File: src/rtl/uart_tx_fifo_param.sv
// UART transmitter with an integrated TX FIFO and runtime character length, parity and stop bits.
// Optional feature macro UART_TX_CTS_EN adds a synchronised cts_n input that gates frame starts.
`timescale 1ns/1ps
module uart_tx_fifo_param #(
    parameter int DATA_W     = 8,
    parameter int FIFO_DEPTH = 4,
    parameter int CNT_W      = $clog2(FIFO_DEPTH) + 1
) (
    input  logic              clk,
    input  logic              reset,
    input  logic              baud_tick,
    input  logic [3:0]        char_len,
    input  logic [2:0]        parity_mode,
    input  logic              stop2,
    input  logic [DATA_W-1:0] in_data,
    input  logic              in_valid,
`ifdef UART_TX_CTS_EN
    input  logic              cts_n,
`endif
    output logic              in_ready,
    output logic              tx,
    output logic              busy,
    output logic              tx_done,
    output logic [CNT_W-1:0]  fifo_level
);
    localparam int PTR_W = $clog2(FIFO_DEPTH);

    typedef enum logic [2:0] {IDLE, LOAD, START, DATA, PARITY, STOP1, STOP2} state_t;

    state_t            state, state_d;
    logic              tx_d, done_d, pop, pop_ok, push, empty, full, frame_end;
    logic [DATA_W-1:0] mem [FIFO_DEPTH];
    logic [PTR_W-1:0]  wr_ptr, rd_ptr;
    logic [CNT_W-1:0]  level;
    logic [DATA_W-1:0] head, mask, shreg;
    logic [3:0]        len_in, len_q, bit_idx;
    logic              par_en_in, par_bit_in, par_en_q, par_bit_q, stop2_q;

    assign full       = (level == CNT_W'(FIFO_DEPTH));
    assign empty      = (level == '0);
    assign in_ready   = !full;
    assign push       = in_valid && !full;
    assign fifo_level = level;
    assign head       = mem[rd_ptr];
    assign busy       = (state != IDLE) || !empty;

    // NOTE: the storage array has no reset; the pointers and level alone define validity.
    always_ff @(posedge clk) begin
        if (push) mem[wr_ptr] <= in_data;
    end

    always_ff @(posedge clk or posedge reset) begin
        if (reset) begin
            wr_ptr <= '0;
            rd_ptr <= '0;
            level  <= '0;
        end else begin
            if (push) wr_ptr <= wr_ptr + 1'b1;
            if (pop)  rd_ptr <= rd_ptr + 1'b1;
            case ({push, pop})
                2'b10:   level <= level + 1'b1;
                2'b01:   level <= level - 1'b1;
                default: level <= level;
            endcase
        end
    end

`ifdef UART_TX_CTS_EN
    logic [1:0] cts_sync;
    always_ff @(posedge clk or posedge reset) begin
        if (reset) cts_sync <= 2'b11;
        else       cts_sync <= {cts_sync[0], cts_n};
    end
    assign pop_ok = !empty && !cts_sync[1];
`else
    assign pop_ok = !empty;
`endif

    // Frame format of the head entry, captured only when it is popped.
    always_comb begin
        len_in = char_len;
        if (char_len < 4'd5)              len_in = 4'd5;
        else if (char_len > 4'(DATA_W))   len_in = 4'(DATA_W);
        mask       = DATA_W'((1 << len_in) - 1);
        par_en_in  = parity_mode inside {3'b001, 3'b010, 3'b011, 3'b100};
        case (parity_mode)
            3'b001:  par_bit_in = ~^(head & mask);
            3'b010:  par_bit_in = ^(head & mask);
            3'b011:  par_bit_in = 1'b1;
            default: par_bit_in = 1'b0;
        endcase
    end

    // NOTE: every always_comb output gets a default first so no path can infer a latch.
    always_comb begin
        state_d   = state;
        tx_d      = tx;
        pop       = 1'b0;
        done_d    = 1'b0;
        frame_end = 1'b0;
        case (state)
            IDLE: begin
                tx_d = 1'b1;
                if (pop_ok) begin
                    pop     = 1'b1;
                    state_d = LOAD;
                end
            end
            LOAD: if (baud_tick) begin
                state_d = START;
                tx_d    = 1'b0;
            end
            START: if (baud_tick) begin
                state_d = DATA;
                tx_d    = shreg[0];
            end
            DATA: if (baud_tick) begin
                if (bit_idx == len_q - 4'd1) begin
                    state_d = par_en_q ? PARITY : STOP1;
                    tx_d    = par_en_q ? par_bit_q : 1'b1;
                end else begin
                    tx_d = shreg[0];
                end
            end
            PARITY: if (baud_tick) begin
                state_d = STOP1;
                tx_d    = 1'b1;
            end
            STOP1: if (baud_tick) begin
                if (stop2_q) state_d = STOP2;
                else         frame_end = 1'b1;
            end
            STOP2: if (baud_tick) frame_end = 1'b1;
            default: state_d = IDLE;
        endcase
        if (frame_end) begin
            done_d = 1'b1;
            if (pop_ok) begin
                pop     = 1'b1;
                state_d = START;
                tx_d    = 1'b0;
            end else begin
                state_d = IDLE;
                tx_d    = 1'b1;
            end
        end
    end

    always_ff @(posedge clk or posedge reset) begin
        if (reset) begin
            state   <= IDLE;
            tx      <= 1'b1;
            tx_done <= 1'b0;
        end else begin
            state   <= state_d;
            tx      <= tx_d;
            tx_done <= done_d;
        end
    end

    // Upper bits are masked off at pop, so only char_len bits ever shift out.
    always_ff @(posedge clk or posedge reset) begin
        if (reset) begin
            shreg     <= '0;
            bit_idx   <= '0;
            len_q     <= 4'(DATA_W);
            par_en_q  <= 1'b0;
            par_bit_q <= 1'b0;
            stop2_q   <= 1'b0;
        end else if (pop) begin
            shreg     <= head & mask;
            bit_idx   <= '0;
            len_q     <= len_in;
            par_en_q  <= par_en_in;
            par_bit_q <= par_bit_in;
            stop2_q   <= stop2;
        end else if (baud_tick && state == START) begin
            shreg <= shreg >> 1;
        end else if (baud_tick && state == DATA) begin
            shreg   <= shreg >> 1;
            bit_idx <= bit_idx + 4'd1;
        end
    end
endmodule

File: config.mk
export PLATFORM = sky130hd
export DESIGN_NAME = uart_tx_fifo_param
export DESIGN_NICKNAME = d
export VERILOG_FILES = /design/src/rtl/uart_tx_fifo_param.sv
export SDC_FILE = /design/constraint.sdc
export NUM_CORES = 1
export LEC_CHECK = 0
export ABC_AREA = 1
export CORE_MARGIN = 2
export CORE_UTILIZATION = 58
export DETAILED_ROUTE_END_ITERATION = 10
export PLACE_DENSITY_LB_ADDON = 0.25
export SLEW_MARGIN = 20
export SYNTH_ARGS = -nofsm -noshare
export SYNTH_HDL_FRONTEND = slang
export SYNTH_SLANG_ARGS = --single-unit
File: constraint.sdc
create_clock -name clk -period 3.3 [get_ports clk]
set_clock_uncertainty 0.05 [all_clocks]
set_input_delay 0.495 -clock clk [delete_from_list [all_inputs] [get_ports clk]]
set_output_delay 0.495 -clock clk [all_outputs]
set_load 0.01 [all_outputs]
==> results.sh, run 1 <==
export IMPL_cts_sinks=63
export IMPL_synth_seq_cells=63
export IMPL_cts_tree="yes"
export IMPL_tns_ns=0
export IMPL_antenna_found_initial=0
export IMPL_vias=2493
export IMPL_cts_setup_buffers=0
export IMPL_max_slew_margin=0.439
export IMPL_path_class="reg2reg"
export IMPL_syn_inst=390
export IMPL_total_power_mw=3.64
export IMPL_area_growth_pct=15.8
export IMPL_cts_clk_slew_worst_paths_ns=0.08
export IMPL_drive_gt1_frac=0.0864
export IMPL_final_nets=452
export IMPL_die_y_microns=79.6
export IMPL_final_cell_area_sq_um=3840
export IMPL_remaining_drc_errors=0
export IMPL_avgViaCountPerCell=4.99
export IMPL_dr_pass1_iters=4
export IMPL_fmax_mhz=376
export IMPL_crit_path_end_kind="flop"
export IMPL_power_leakage_nw=1.84
export IMPL_synth_seq_area_share=0.524
export IMPL_startpoint="state[0]$_DFFE_PP0P_"
export IMPL_place_area_sq_um=3610
export IMPL_diodes=0
export IMPL_final_cell_mix="nand2_1, inv_1, nor2_1"
export IMPL_crit_family="adder cells"
export IMPL_rsz0062_at_grt="no"
export IMPL_setup_viol=0
export IMPL_ctsResizeCount=0
export IMPL_hold_violations=0
export IMPL_critPathLaunchType="flop"
export IMPL_hold_path_class="reg2reg"
export IMPL_avgRoutedWirePerCell_microns=12.4
export IMPL_grt_pass1_vias=2383
export IMPL_clk_latency_ns=0.34
export IMPL_dp_hpwl_microns=4550
export IMPL_cp_num_buf_inv=5
export IMPL_min_period_ns=2.66
export IMPL_required_ns=3.48
export IMPL_wl_microns=6200
export IMPL_final_common_cell="nand2_1"
export IMPL_holdWs_ns=0.432
export IMPL_cts_hold_buf=0
export IMPL_fin_crit_sh=0.806
export IMPL_synth_top_cell_area_share=0.290
export IMPL_cts_buffer_depth=2
export IMPL_row_count=27
export IMPL_worst_pin_slew_ns=0.838
export IMPL_grt_use_total=0.222
export IMPL_peakVddDrop_mv=0.457
export IMPL_first_iter_violations=94
export IMPL_antenna_left=0
export IMPL_synth_distinct_cells=34
export IMPL_cp_cell_sequence="inv_2 > nand2_2 > inv_2 > nor3_4 > nand2_4 > inv_4 > o21ai_4 > inv_4 > ha_1 > inv_1 > fa_1 > a21oi_1 > o21ai_0 > xnor2_1"
export IMPL_cap_violations=0
export IMPL_syn_area_sq_um=3320
export IMPL_p_per_area_nw_per_um2=947
export IMPL_r2r_start="state[0]$_DFFE_PP0P_"
export IMPL_die_w_microns=79.6
export IMPL_overflow=0
export IMPL_synth_area_leaders="edfxtp_1, dfrtp_1, nand2_1, inv_1, nor2_1"
export IMPL_hold_start="par_bit_q$_DFFE_PP0N_"
export IMPL_critPathArrivalTime_ns=2.84
export IMPL_core_area_sq_um=5510
export IMPL_ios=27
export IMPL_cp_slowest_cell="dfrtp_1"
export IMPL_path_max_fanout=15
export IMPL_maxSlewViolCount=0
export IMPL_grt_pass1_wl_microns=10600
export IMPL_slowest_delay_ns=0.44
export IMPL_yosysTopAreaCell="edfxtp_1"
export IMPL_status="finished clean"
export IMPL_synth_area_per_cell_sq_um=8.50
export IMPL_cts_buffers=9
export IMPL_yosys_warnings=0
export IMPL_die_area_sq_um=6340
export IMPL_h_tree_depth=3
export IMPL_grt_max_degree=32
export IMPL_clockRootBuffer="clkbuf_8"
export IMPL_port_buffers=26
export IMPL_place_congestion=0.823
export IMPL_initial_core_util=0.602
## synthesized netlist by cell type
| master | instances |
|---|---|
| nand2_1 | 124 |
| inv_1 | 64 |
| nor2_1 | 34 |
| edfxtp_1 | 32 |
| dfrtp_1 | 29 |
| nand3_1 | 23 |
| o21ai_0 | 16 |
| a21oi_1 | 9 |
| ha_1 | 8 |
| buf_6 | 5 |
| xnor2_1 | 5 |
| o22ai_1 | 4 |
| xor2_1 | 4 |
| a221oi_1 | 3 |
| inv_4 | 3 |
| nor2_2 | 3 |
| dfstp_2 | 2 |
| inv_2 | 2 |
| nand2_2 | 2 |
| nand2_4 | 2 |
| o21ai_1 | 2 |
| or2_2 | 2 |
| a22oi_1 | 1 |
| a31o_2 | 1 |
| and3_1 | 1 |
| buf_4 | 1 |
| conb_1 | 1 |
| fa_1 | 1 |
| nand4_1 | 1 |
| nor3_1 | 1 |
| nor3_2 | 1 |
| nor3_4 | 1 |
| o21ai_4 | 1 |
| o21bai_1 | 1 |
## final timing paths
check / end / slack, ns / cells past startpoint
setup / recovery: fifo_level[2]$_DFFE_PP0P_ / 0.64 / 14
hold / removal: par_bit_q$_DFFE_PP0N_ / 0.43 / 2
setup reg to reg: fifo_level[2]$_DFFE_PP0P_ / 0.64 / 14
hold reg to reg: par_bit_q$_DFFE_PP0N_ / 0.43 / 2
max in group asynchronous: len_q[3]$_DFFE_PP1N_ / 2.41 / 3
min in group asynchronous: state[2]$_DFFE_PP0P_ / 0.47 / 3
## layer usage
layer  wire length [microns]  global-route usage  vias up
li1                        -                   -     1293
met1                    2730               0.269     1137
met2                    3140               0.381       55
met3                     228              0.0486        8
met4                     102               0.100        0
met5                       0                   0        -
## per-stage QoR
stage | util | cells | setup WS (ns)
global placement | 0.656 | 484 | 0.622
detailed placement | 0.656 | 484 | 0.546
global route | 0.698 | 500 | 0.451
CTS | 0.698 | 500 | 0.654
finish | 0.698 | 500 | 0.640
floorplan | - | 391 | 0.980
## cells by family (layout without fill, tap and decap cells)
group           count (synthesis)  after routing  synth area share
compound gates                 38             38            0.0683
xor+xnor                        9              9            0.0238
fa+ha+maj                       9              9            0.0362
buf+inv                        75            112            0.0996
flops                          63             63             0.524
other cells                     1              2           0.00113
simple gates                  195            195             0.247
## layout make-up
cell class | instances | area (sq um)
clock buffer | 9 | 124
inverter | 69 | 267
tap | 72 | 90.1
multi-input combinational | 253 | 1250
clock inverter | 7 | 104
sequential | 63 | 1740
fill | 416 | 1660
timing repair buffer | 27 | 268
## power by group
group,internal [mW],switching (mW)
Sequential,1.10,0.181
Clock,0.435,0.326
Combinational,0.593,1.00
Total,2.13,1.51
## sequential cells by signal, indices dropped and copies added, names as in the netlist, 2 cells and up
register / cells
state: 3
fifo_level: 3
wr_ptr: 2
rd_ptr: 2
mem: 32
shreg: 8
len_q: 4
bit_idx: 4
## worst min-delay path, delay by kind of cell, from the launching register on
kind | cells | cell delay, ns
DFF | 1 | 0.34
and+or+nand+nor | 2 | 0.11
No activity file was read; power rests on OpenSTA's default activity.
==> run 2: changes to the inputs <==
CORE_UTILIZATION = 52   (was 58)
clock period = 2.2 ns   (was 3.3 ns; I/O delays follow)
==> run 2 against run 1 <==
Against the previous run:
- critical path depth is the same
- flip-flop and latch count unchanged
- register-to-register slack got worse by 0.53 ns
- largest cell class unchanged
==> results.sh, run 2 (synthesized netlist as in run 1, its figures left out) <==
export IMPL_wl_microns=6120
export IMPL_die_area_sq_um=7030
export IMPL_holdWs_ns=0.330
export IMPL_avgRoutedWirePerCell_microns=11.7
export IMPL_path_max_fanout=3
export IMPL_cts_hold_buf=0
export IMPL_drive_gt1_frac=0.135
export IMPL_clkPwrFrac=0.176
export IMPL_p_int_mw=3.24
export IMPL_row_count=29
export IMPL_avgViaCountPerCell=4.86
export IMPL_crit_path_end_kind="flop"
export IMPL_clockRootBuffer="clkbuf_8"
export IMPL_fin_crit_sh=0.950
export IMPL_top_register="mem"
export IMPL_critPathArrivalTime_ns=2.27
export IMPL_final_nets=468
export IMPL_first_iter_violations=147
export IMPL_power_frac_seq=0.339
export IMPL_grt_use_total=0.199
export IMPL_status="finished clean"
export IMPL_fmax_mhz=478
export IMPL_grt_pass1_wl_microns=11100
export IMPL_cts_tree="yes"
export IMPL_critPathLaunchType="flop"
export IMPL_cts_sinks=63
export IMPL_vias=2534
export IMPL_required_ns=2.38
export IMPL_cts_buffer_depth=2
export IMPL_setup_viol=0
export IMPL_reg2reg_depth=14
export IMPL_h_tree_depth=3
export IMPL_p_sw_mw=2.25
export IMPL_p_per_area_nw_per_um2=1390
export IMPL_cts_clk_slew_worst_paths_ns=0.08
export IMPL_die_y_microns=83.9
export IMPL_pwr_share_comb=0.486
export IMPL_overflow=0
export IMPL_final_cell_mix="nand2_1, inv_1, nor2_1, edfxtp_1, dfrtp_1"
export IMPL_antenna_left=0
export IMPL_register_area_sq_um=1740
export IMPL_diodes=0
export IMPL_final_cell_area_sq_um=3960
export IMPL_port_buffers=26
export IMPL_min_period_ns=2.09
export IMPL_remaining_drc_errors=0
export IMPL_cap_violations=0
export IMPL_antenna_found_initial=0
export IMPL_grt_pass1_vias=2542
export IMPL_fill_cells=529
export IMPL_top_regs="mem: 32 flops, shreg: 8 flops"
export IMPL_placed_cells=503
export IMPL_final_common_cell="nand2_1"
export IMPL_setup_ws_ns=0.109
export IMPL_maxSlewViolCount=0
export IMPL_multi_input_area_sq_um=1280
export IMPL_place_congestion=0.799
export IMPL_total_power_mw=5.49
export IMPL_core_area_sq_um=6240
export IMPL_power_leakage_nw=1.90
export IMPL_area_growth_pct=19.4
export IMPL_cts_buffers=9
export IMPL_pre_cts_slack_ns=0.0215
export IMPL_dp_hpwl_microns=4510
export IMPL_grt_max_degree=32
export IMPL_dr_pass1_iters=4
export IMPL_path_class="reg2reg"
export IMPL_clk_latency_ns=0.34
export IMPL_initial_core_util=0.531
export IMPL_largest_reg_flops=32
export IMPL_die_w_microns=83.9
export IMPL_ios=27
export IMPL_place_area_sq_um=3740
export IMPL_sw_frac_of_total=0.410
export IMPL_stdcell_count=521
export IMPL_hold_path_class="in2async"
export IMPL_rsz0062_at_grt="no"
export IMPL_hold_violations=0
export IMPL_peakVddDrop_mv=0.777
run 2: cell type report:
class                           count  share of cell area
Timing Repair Buffer               43              0.0977
Inverter                           69              0.0673
Clock buffer                       10              0.0322
Multi-Input combinational cell    253               0.323
Tap cell                           77              0.0243
Sequential cell                    63               0.439
Clock inverter                      6              0.0158
run 2: metrics by stage:
stage | setup TNS [ns] | utilization
floorplan | -0.00959 | -
global placement | 0 | 0.599
detailed placement | 0 | 0.599
CTS | 0 | 0.630
global route | 0 | 0.634
finish | 0 | 0.634
run 2: worst paths after layout:
kind / from / end / slack (ns)
max: state[1]$_DFFE_PP0P_ / fifo_level[2]$_DFFE_PP0P_ / 0.11
min: reset / fifo_level[0]$_DFFE_PP0P_ / 0.33
max reg2reg: state[1]$_DFFE_PP0P_ / fifo_level[2]$_DFFE_PP0P_ / 0.11
min reg2reg: par_bit_q$_DFFE_PP0N_ / par_bit_q$_DFFE_PP0N_ / 0.44
max in group asynchronous: reset / len_q[3]$_DFFE_PP1N_ / 1.43
min in group clk: par_bit_q$_DFFE_PP0N_ / par_bit_q$_DFFE_PP0N_ / 0.44
run 2: power groups by stage:
| stage | Clock [mW] | Sequential [mW] | Combinational (mW) |
|---|---|---|---|
| final | 0.965 | 1.86 | 2.67 |
| after global routing | 1.06 | 1.91 | 3.09 |
| after CTS | 0.985 | 1.86 | 2.65 |
| after detailed placement | 0 | 1.88 | 2.64 |
| after global placement | 0 | 1.86 | 2.56 |
| after floorplan | 0 | 1.84 | 2.01 |
run 2: what timing repair did:
| action | 4_1_cts | 5_1_grt |
|---|---|---|
| buffers inserted | 0 | 2 |
| setup endpoints to repair | 1 | 4 |
| gates resized for setup | 2 | 4 |
| pin swaps | 0 | 4 |
| gates cloned | 0 | 0 |
run 2: routing by layer:
| layer | vias up | global-route usage | part of all wire |
|---|---|---|---|
| met5 | - | 0 | 0 |
| met4 | 0 | 0.0543 | 0.010 |
| li1 | 1327 | - | - |
| met2 | 38 | 0.350 | 0.52 |
| met3 | 6 | 0.0504 | 0.032 |
| met1 | 1163 | 0.243 | 0.44 |
run 2: worst max-delay path, stage by stage, from the launching register on:
cell     delay (ns)
dfrtp_1        0.39
inv_2          0.06
nand2_2        0.08
inv_2          0.06
nor3_4         0.23
nand2_4        0.08
inv_4          0.07
o21ai_4        0.06
inv_4          0.06
ha_4           0.11
inv_2          0.05
fa_2           0.35
a21oi_2        0.12
o21ai_1        0.08
xnor2_1        0.13
==> run 3: changes to the inputs <==
CORE_MARGIN = 5   (was 2)
==> run 3 against run 2 <==
Against the previous run:
- first-iteration DRC count shrank 14%
- design area is 1.5% higher
- wire length is 7.6% higher
- sequential share of layout area down 0.64 points
- total power is 4.9% higher
- sequential power about the same
- flip-flop and latch count unchanged
- hold slack improved by 0.0051 ns
- clock power grew 15%
- non-clock buffer count increased by 4
- clock-buffer cell count shrank 1
- worst setup slack got worse by 0.050 ns
==> results.sh, run 3 (synthesized netlist as in run 1, its figures left out) <==
export IMPL_fmax_mhz=467
export IMPL_initial_core_util=0.528
export IMPL_h_tree_depth=3
export IMPL_grt_pass1_vias=2594
export IMPL_r2r_start="state[1]$_DFFE_PP0P_"
export IMPL_die_area_sq_um=8080
export IMPL_clk_latency_ns=0.34
export IMPL_cts_clk_slew_worst_paths_ns=0.08
export IMPL_dp_hpwl_microns=4630
export IMPL_cp_num_buf_inv=5
export IMPL_fill_cells=538
export IMPL_cp_cell_sequence="inv_2 > nand2_2 > inv_2 > nor3_4 > nand2_4 > inv_4 > o21ai_4 > inv_4 > ha_4 > inv_4 > fa_2 > a21oi_2 > o21ai_1 > xnor2_1"
export IMPL_cts_tree="yes"
export IMPL_setup_viol=0
export IMPL_place_congestion=0.803
export IMPL_grt_use_met1=0.198
export IMPL_avgRoutedWirePerCell_microns=12.5
export IMPL_cts_hold_buf=0
export IMPL_hold_violations=0
export IMPL_final_cell_mix="nand2_1, inv_1, nor2_1, edfxtp_1, dfrtp_1"
export IMPL_cap_violations=0
export IMPL_port_buffers=26
export IMPL_startpoint="state[1]$_DFFE_PP0P_"
export IMPL_required_ns=2.37
export IMPL_reg2reg_to="fifo_level[2]$_DFFE_PP0P_"
export IMPL_avgViaCountPerCell=4.97
export IMPL_min_period_ns=2.14
export IMPL_antenna_left=0
export IMPL_path_max_fanout=3
export IMPL_grt_pass1_wl_microns=11400
export IMPL_critPathArrivalTime_ns=2.31
export IMPL_path_class="reg2reg"
export IMPL_die_w_microns=89.9
export IMPL_cp_slowest_cell="dfrtp_1"
export IMPL_use_met3=0.0417
export IMPL_rsz0062_at_grt="yes"
export IMPL_p_per_area_nw_per_um2=1430
export IMPL_reg2reg_depth=14
export IMPL_top_register="mem"
export IMPL_first_iter_violations=126
export IMPL_cts_sinks=63
export IMPL_fin_crit_sh=0.973
export IMPL_stdcell_count=525
export IMPL_grt_max_degree=32
export IMPL_vias=2607
export IMPL_status="finished clean"
export IMPL_row_count=29
export IMPL_crit_end="fifo_level[2]$_DFFE_PP0P_"
export IMPL_critPathLaunchType="flop"
export IMPL_power_leakage_nw=1.93
export IMPL_drive_gt1_frac=0.143
export IMPL_cts_buffers=9
export IMPL_slowest_delay_ns=0.40
export IMPL_placed_cells=504
export IMPL_grt_use_total=0.172
export IMPL_die_y_microns=89.9
export IMPL_ios=27
export IMPL_grt_busiest_layer="met2"
export IMPL_core_area_sq_um=6280
export IMPL_remaining_drc_errors=0
export IMPL_crit_cells=14
export IMPL_tns_ns=0
export IMPL_top_regs="mem: 32 flops, shreg: 8 flops"
export IMPL_utilization=0.640
export IMPL_antenna_found_initial=0
export IMPL_multi_input_area_sq_um=1270
export IMPL_maxSlewViolCount=0
export IMPL_overflow=0
export IMPL_dr_pass1_iters=5
export IMPL_final_common_cell="nand2_1"
export IMPL_peakVddDrop_mv=0.744
export IMPL_grtUsageMet2=0.304
export IMPL_crit_family="adder cells"
export IMPL_crit_path_end_kind="flop"
export IMPL_wl_microns=6590
export IMPL_hold_path_class="in2async"
export IMPL_area_growth_pct=21.1
export IMPL_register_area_sq_um=1740
export IMPL_largest_reg_flops=32
export IMPL_cts_buffer_depth=2
export IMPL_rrSetupSlack_ns=0.06
export IMPL_final_nets=472
export IMPL_worst_path_most_repeated_cell="inv_4"
export IMPL_clockRootBuffer="clkbuf_8"
export IMPL_diodes=0
run 3: cell count changes in the layout (fill, tap and decap cells not counted), sizes merged:
cell / before / now
clkinvlp: 3 / 2
bufinv: 1 / 2
clkbuf: 10 / 9
clkinv: 2 / 3
buf: 17 / 21
run 3: how the worst min path moves through the flow:
stage / to / start / slack, ns
after detailed placement: par_bit_q$_DFFE_PP0N_ / par_bit_q$_DFFE_PP0N_ / 0.43
after global routing: state[2]$_DFFE_PP0P_ / reset / 0.39
after global placement: par_bit_q$_DFFE_PP0N_ / par_bit_q$_DFFE_PP0N_ / 0.42
after CTS: state[2]$_DFFE_PP0P_ / reset / 0.35
final: state[2]$_DFFE_PP0P_ / reset / 0.33
after floorplan: bit_idx[0]$_DFFE_PP0P_ / reset / 0.38
run 3: through the flow:
stage          setup WS, ns  hold slack (ns)  power [mW]  cell area (sq um)
6_report             0.0590            0.335        5.76               4020
2_1_floorplan      -0.00959            0.379        3.85               3340
5_1_grt             -0.0387            0.392        6.27               4020
3_3_place_gp         0.0506            0.415        4.45               3750
3_5_place_dp        0.00919            0.427        4.54               3750
4_1_cts              0.0527            0.351        5.68               3970
run 3: per-layer routing:
layer  wire, microns  part of all wire
met5               0                 0
met4              94             0.014
met2            3360              0.51
met3             204             0.031
met1            2920              0.44
run 3: worst register-to-register path: stages, from the launching register on:
cell,delay (ns)
dfrtp_1,0.40
inv_2,0.07
nand2_2,0.08
inv_2,0.05
nor3_4,0.23
nand2_4,0.08
inv_4,0.07
o21ai_4,0.06
inv_4,0.06
ha_4,0.13
inv_4,0.04
fa_2,0.35
a21oi_2,0.14
o21ai_1,0.09
xnor2_1,0.14
run 3: timing repair:
item	4_1_cts	5_1_grt
resized for setup	2	6
setup endpoints to repair	1	2
setup buffers	0	5
pin swaps	0	8
run 3: final cells by class:
| class | count | area share |
|---|---|---|
| flip-flops and latches | 63 | 0.433 |
| multi-input cells | 253 | 0.317 |
| repair buffers | 47 | 0.104 |
| clock inverters | 7 | 0.0243 |
| clock buffers | 9 | 0.0308 |
| inverters | 69 | 0.0670 |
| well taps | 77 | 0.0240 |
run 3: where the power goes:
group,total [mW],internal (mW),switching (mW)
Clock,1.11,0.639,0.471
Combinational,2.81,1.13,1.68
Sequential,1.85,1.65,0.198
